===== config.mk =====
export PLATFORM = sky130hd
export DESIGN_NAME = data_mem_arbiter
export DESIGN_NICKNAME = d
export VERILOG_FILES = /design/src/rtl/data_mem_arbiter.sv
export SDC_FILE = /design/constraint.sdc
export NUM_CORES = 1
export LEC_CHECK = 0
export CAP_MARGIN = 20
export CORE_MARGIN = 2
export CORE_UTILIZATION = 40
export CTS_BUF_LIST = sky130_fd_sc_hd__clkbuf_16
export DETAILED_ROUTE_END_ITERATION = 8
export GPL_TIMING_DRIVEN = 1
export HOLD_SLACK_MARGIN = 0.05
export PLACE_DENSITY_LB_ADDON = 0.1
export SETUP_SLACK_MARGIN = 0.2
export SYNTH_ARGS = -nofsm -noshare
export SYNTH_HDL_FRONTEND = slang
export SYNTH_SLANG_ARGS = --single-unit

===== constraint.sdc =====
create_clock -name clk -period 1.6 [get_ports clk]
set_input_delay 0.4 -clock clk [delete_from_list [all_inputs] [get_ports clk]]
set_output_delay 0.4 -clock clk [all_outputs]
set_load 0.01 [all_outputs]

===== src/rtl/data_mem_arbiter.sv =====
// Two-port arbiter in front of a single-ported data memory. Round-robin between
// a load/store port and a loader/debug port; one access every three cycles.
module data_mem_arbiter #(
  parameter int DATA_W = 16,
  parameter int ADDR_W = 16
) (
  input  logic              clk,
  input  logic              rst,
  input  logic              req0,
  input  logic              req1,
  input  logic              we0,
  input  logic              we1,
  input  logic [ADDR_W-1:0] addr0,
  input  logic [ADDR_W-1:0] addr1,
  input  logic [DATA_W-1:0] wdata0,
  input  logic [DATA_W-1:0] wdata1,
  output logic              gnt0,
  output logic              gnt1,
  output logic              done0,
  output logic              done1,
  output logic [DATA_W-1:0] rdata0,
  output logic [DATA_W-1:0] rdata1,
  output logic              mem_read,
  output logic              mem_write,
  output logic [ADDR_W-1:0] mem_addr,
  output logic [DATA_W-1:0] mem_wdata,
  input  logic [DATA_W-1:0] mem_rdata
);

  typedef enum logic [1:0] {
    S_IDLE   = 2'd0,
    S_ACCESS = 2'd1,
    S_DONE   = 2'd2
  } state_e;

  state_e              state_q, state_d;
  logic                last_q, last_d;   // 1 = port 1 won most recently
  logic                win_q, win_d;     // owner of the access in flight
  logic                we_q, we_d;
  logic [ADDR_W-1:0]   addr_q, addr_d;
  logic [DATA_W-1:0]   wdata_q, wdata_d;
  logic [DATA_W-1:0]   rdata0_q, rdata0_d;
  logic [DATA_W-1:0]   rdata1_q, rdata1_d;
  logic                winner;

  // On a tie the port that did not win last time goes next.
  assign winner = (req0 && req1) ? ~last_q : req1;

  always_comb begin
    // NOTE: every variable gets its hold value first, so no path through the
    // case leaves one unassigned and no latch is inferred.
    state_d  = state_q;
    last_d   = last_q;
    win_d    = win_q;
    we_d     = we_q;
    addr_d   = addr_q;
    wdata_d  = wdata_q;
    rdata0_d = rdata0_q;
    rdata1_d = rdata1_q;

    case (state_q)
      S_IDLE: begin
        if (req0 || req1) begin
          state_d = S_ACCESS;
          win_d   = winner;
          last_d  = winner;
          we_d    = winner ? we1    : we0;
          addr_d  = winner ? addr1  : addr0;
          wdata_d = winner ? wdata1 : wdata0;
        end
      end
      S_ACCESS: begin
        state_d = S_DONE;
        if (!we_q) begin
          if (win_q) rdata1_d = mem_rdata;
          else       rdata0_d = mem_rdata;
        end
      end
      S_DONE:  state_d = S_IDLE;
      default: state_d = S_IDLE;
    endcase
  end

  // NOTE: state registers use non-blocking assignments so every flop samples
  // the pre-edge values regardless of block ordering.
  always_ff @(posedge clk) begin
    if (rst) begin
      state_q  <= S_IDLE;
      last_q   <= 1'b1;
      win_q    <= 1'b0;
      we_q     <= 1'b0;
      addr_q   <= '0;
      wdata_q  <= '0;
      rdata0_q <= '0;
      rdata1_q <= '0;
    end else begin
      state_q  <= state_d;
      last_q   <= last_d;
      win_q    <= win_d;
      we_q     <= we_d;
      addr_q   <= addr_d;
      wdata_q  <= wdata_d;
      rdata0_q <= rdata0_d;
      rdata1_q <= rdata1_d;
    end
  end

  assign gnt0  = (state_q != S_IDLE) && !win_q;
  assign gnt1  = (state_q != S_IDLE) &&  win_q;
  assign done0 = (state_q == S_DONE) && !win_q;
  assign done1 = (state_q == S_DONE) &&  win_q;

  // Gated by rst so an access aborted by reset never writes the memory.
  assign mem_read  = (state_q == S_ACCESS) && !we_q && !rst;
  assign mem_write = (state_q == S_ACCESS) &&  we_q && !rst;
  assign mem_addr  = addr_q;
  assign mem_wdata = wdata_q;
  assign rdata0    = rdata0_q;
  assign rdata1    = rdata1_q;

endmodule


After elaboration in Yosys (flattened, before gate mapping). Cells that the tools add are included.

Input port bits: 86. Output and inout bits: 70. Flip-flop bits (word level): 69. Logic and storage cells: 38.

Reductions and logical operators: 18. Multiplexer cells: 6. Bitwise gates (word level): 3. Equal/unequal tests: 3.

Operators by type and width (count): 16-bit two-way mux (2); 1-bit logical AND (9); 3-bit AND reduction (2); 2-bit one-hot mux with 2 select lines (1); 1-bit zero test (3); 1-bit NOT (3); 2-bit by 1-bit == test with 1-bit output (second input constant) (1); 2-bit == test (second input constant) (1); 2-bit zero test (1); 1-bit two-way mux (2); 2-bit two-way mux (1); 2-bit != test (second input constant) (1); 2-bit AND reduction (1); 2-bit nonzero test (1); 1-bit logical OR (1).

Longest topological paths before layout.
Depth after elaboration: 3. Gate-level depth with buffers: 6.

Least setup slack after synthesis. OpenSTA, ideal clock, no wires.

Path type: input to output. Start point: in rst. End point: out mem_read. Stages on the path: 3. Slack: 0.086 ns. Data arrival time: 1.114 ns. Buffers on the path: 2. Cells stage by stage: clkbuf_1 buf_1 nor3_1.

Longest elaborated chain between the ends: 2.

Ends and longest elaborated chain: from (decl) (RTL line 8) `input logic rst,`; 1-bit zero test (RTL line 114) `assign mem_read = (state_q == S_ACCESS) && !we_q && !rst;`; 1-bit logical AND (RTL line 114); to (decl) (RTL line 23) `output logic mem_read,`.

Every way passes these cells.

Worst setup path in the final report.
Start point: reg state_q[0]. End point: out done0.

Longest elaborated chain between the ends: 2.

Ends and longest elaborated chain: from (decl) (RTL line 36) `state_e state_q, state_d;`; from (signal assigned) (RTL line 97) `state_q <= state_d;`; 2-bit == test (RTL line 110) `assign done0 = (state_q == S_DONE) && !win_q;`; 1-bit logical AND (RTL line 110); to (decl) (RTL line 19) `output logic done0,`.

Every way passes these cells.

==> summary.txt <==
Power
  • Switching Power: 1.39 mW
  • Int Pwr: between 3 and 4 mW
  • Power Density: 924 mW/mm2
  • Flop pwr share: approximately two fifths
  • Clk pwr share: 34.3%
  • Switch share: ~28%
  • Leak: between 2 and 2.5 nW
  • Total power: 5.00 mW
  • Peak supply drop: 0.544 mV
  • Comb power frac: 26.8%

Clocking
  • CTS buffer count: 9
  • H-tree levels: 3
  • Worst-path clk slew: ~50 ps
  • Clock buffer depth: 2
  • Clock root buffer: clkbuf_16
  • Clock latency on the worst-skew pair: around 320 ps
  • CTS tree: built
  • Clock sinks: between 60 and 70

Min path
  • WHS Path Cells: 2
  • Min-Delay Path Class: register to register

Synthesis
  • Post-Synth XOR/XNOR Area: 0%
  • Synthesized cell area: roughly 0.0031 mm2
  • Post-Syn Instances: ~360
  • Yosys reg bits: a little under 70
  • Synth Net Count: roughly 440
  • Largest family of logic cells by synthesized area: compound AO/OA/AOI/OAI gates
  • Synth Area in Simple Gates: 21.3%
  • Synth Area in Compound Gates: between 20 and 30%
  • Number of library cell types mapped by synthesis: 28
  • Post-synthesis mux area share: 0%
  • Mean Syn Cell Area: 8.65 um2
  • Sequential area share after synthesis: 45.0%
  • Yosys warns: 0
  • Synth Area in Adders: 0%

Final layout
  • Fillers: around 560
  • Area growth, synth to finish: 76.2%
  • Reg area: ~0.0014 mm2
  • Share of layout cells above drive strength 1: 26.8%
  • Final #Nets: 616
  • Most frequent cells in the layout: nand2_1, clkdlybuf4s50_1, dlygate4sd2_1, dfxtp_1, a21oi_1
  • Fin cells: 633
  • Multi-input combinational cell area: roughly 0.0017 mm2
  • Most common cell after layout, fill and taps aside: nand2_1
  • Ant diodes: 0

Timing
  • Clock skew: 5.76 ps
  • Slew margin rel.: 35.5%
  • Final Setup Violations: 1
  • Fmax: between 0.6 and 0.7 GHz
  • RSZ-0062 raised after global routing: true
  • Hold Vio Cnt, Final: 0
  • Final min period: approximately 1600 ps
  • Final Cycle Share: 102%
  • Worst-Margin Slew: a little under 1000 ps
  • Slew Limit Fails: 0
  • Setup ws final: -30.7 ps

GRT
  • GRT Resource Usage Total: between 20% and 30%
  • GRT Residual Overflow: 0
  • Initial antenna violation count: 0
  • Largest net degree at the start of global routing: 69
  • Global-route wire length before repair: 14500 um
  • Number of global-route vias before repair: approximately 3000

Floorplanning
  • Starting density of the core: 41.9%
  • FP Rows: 31
  • Die area: about 0.0084 mm2
  • Die Wd: ~92 um
  • I/O pin cnt: roughly 160
  • Core footprint: around 0.0073 mm2
  • Die Ht: approximately 92 um

Critical path
  • CP max stage cell: dfxtp_2
  • Critical path type: register to primary output
  • Arrival time at the worst endpoint: approximately 1200 ps
  • Critical-path maximum fanout: 4
  • CP Cell Sequence: buf_6 > buf_6 > nor3b_2 > buf_2
  • Setup crit end kind: primary output
  • Slowest stage delay, CP: 330 ps
  • R2R cell count: 6
  • Buffers plus inverters on the worst setup path: 3
  • Crit start category: register
  • Levels on crit path: 4
  • Most Frequent Cell on Critical Path: buf_6
  • Crit path max-delay family: buffers and inverters
  • WP data required: ~1200 ps

Detailed routing
  • DR pass1 iterations: 4
  • Via-to-Cell Ratio: 5.15
  • DR WL/cell: between 15 and 20 um
  • Post-route ant nets: 0
  • Drt total wl: 9800 um
  • Initial drt markers: 102
  • Vias: 3259
  • # DRC: 0

Job
  • Max Cap Viol: 0

Placement
  • Placed cell count: around 600
  • Detailed placement HPWL: about 6000 um
  • Placer Congestion: between 0.7 and 0.8
  • Port bufs: about 160

Run status
  • Failing checks: negative setup slack
  • Outcome: finished, violations left
[cell usage after synthesis, drive strengths merged]
library cell	number	share of area [%]
nand2	132	17
dfxtp	69	45
a21oi	66	11
a311oi	33	15
buf	17	4.1
clkbuf	17	2.1
nor2	3	0.37
nor2b	3	0.61
a21bo	2	0.65
and2	2	0.49
a21boi	1	0.37
a221o	1	0.33
and3b	1	0.29
nand2b	1	0.20
nand4bb	1	0.37
nor3	1	0.16
nor3b	1	0.24
nor4b	1	0.77
nor4bb	1	0.33
or2	1	0.20
or4b	1	0.33
[worst register-to-register path, stage by stage (launching register included)]
cell and delay, ps:
dfxtp_2 360, buf_6 120, buf_4 120, or4b_4 480, buf_6 160, nand2_2 60
a21oi_1 60
[path summary, 6_finish.rpt]
path,startpoint,end,slack (ps)
worst max-delay path,state_q[0],done0,-30
worst min-delay path,rdata1[6],rdata1[6],450
worst max register to register,state_q[0],rdata0[0],70
worst min register to register,rdata1[6],rdata1[6],450
[flip-flops by register name (all words and copies together) (netlist names)]
name	cells
mem_wdata	16
rdata0	16
mem_addr	16
last_q	1
rdata1	16
we_q	1
win_q	1
state_q	2
[per-stage QoR]
stage	area, um2	setup TNS, ps	util, %	worst slack, ps	hold slack (ps)
after floorplan	3080	0	-	188	481
after global placement	4750	-11010	64.8	-321	441
after detailed placement	4750	-12680	64.8	-384	448
after CTS	5120	0	69.9	14.5	453
after global routing	5410	-58.6	73.8	-57.7	470
final	5410	-30.7	73.8	-30.7	450
[power groups by stage]
stage	Clock [mW]	Combinational [mW]	Sequential, mW
after floorplan	0	0.520	2.03
final	1.72	1.34	1.94
after detailed placement	0	1.19	1.98
after global routing	1.84	1.43	1.96
after global placement	0	1.17	1.97
after CTS	1.74	1.22	1.94
[final cells by class]
class | count | area share, %
Clock buffer | 9 | 4.16
Multi-Input combinational cell | 253 | 31.4
Tap cell | 99 | 2.29
Timing Repair Buffer | 197 | 35.9
Clock inverter | 6 | 0.602
Sequential cell | 69 | 25.7
[cell families after synthesis]
family / after synthesis
AO/OA/AOI/OAI: 103
buffers and inverters: 34
flip-flops: 69
AND/OR/NAND/NOR: 149
[per-layer routing]
layer  vias up  wire length, um  track usage, %
met3        13              642            6.14
met2       108             5000            36.5
met1      1557             4000            25.5
met5         -                0               0
met4         0              146            8.59
li1       1581                -               -
[timing repair]
action | CTS | global route
hold buffers | 0 | 0
resized for setup | 110 | 49
hold endpoints to repair | 0 | 0
buffers inserted | 13 | 3
endpoints found under the setup margin | 121 | 70
pin swaps | 5 | 24
gates cloned | 2 | 4
No activity file was read; power rests on OpenSTA's default activity.
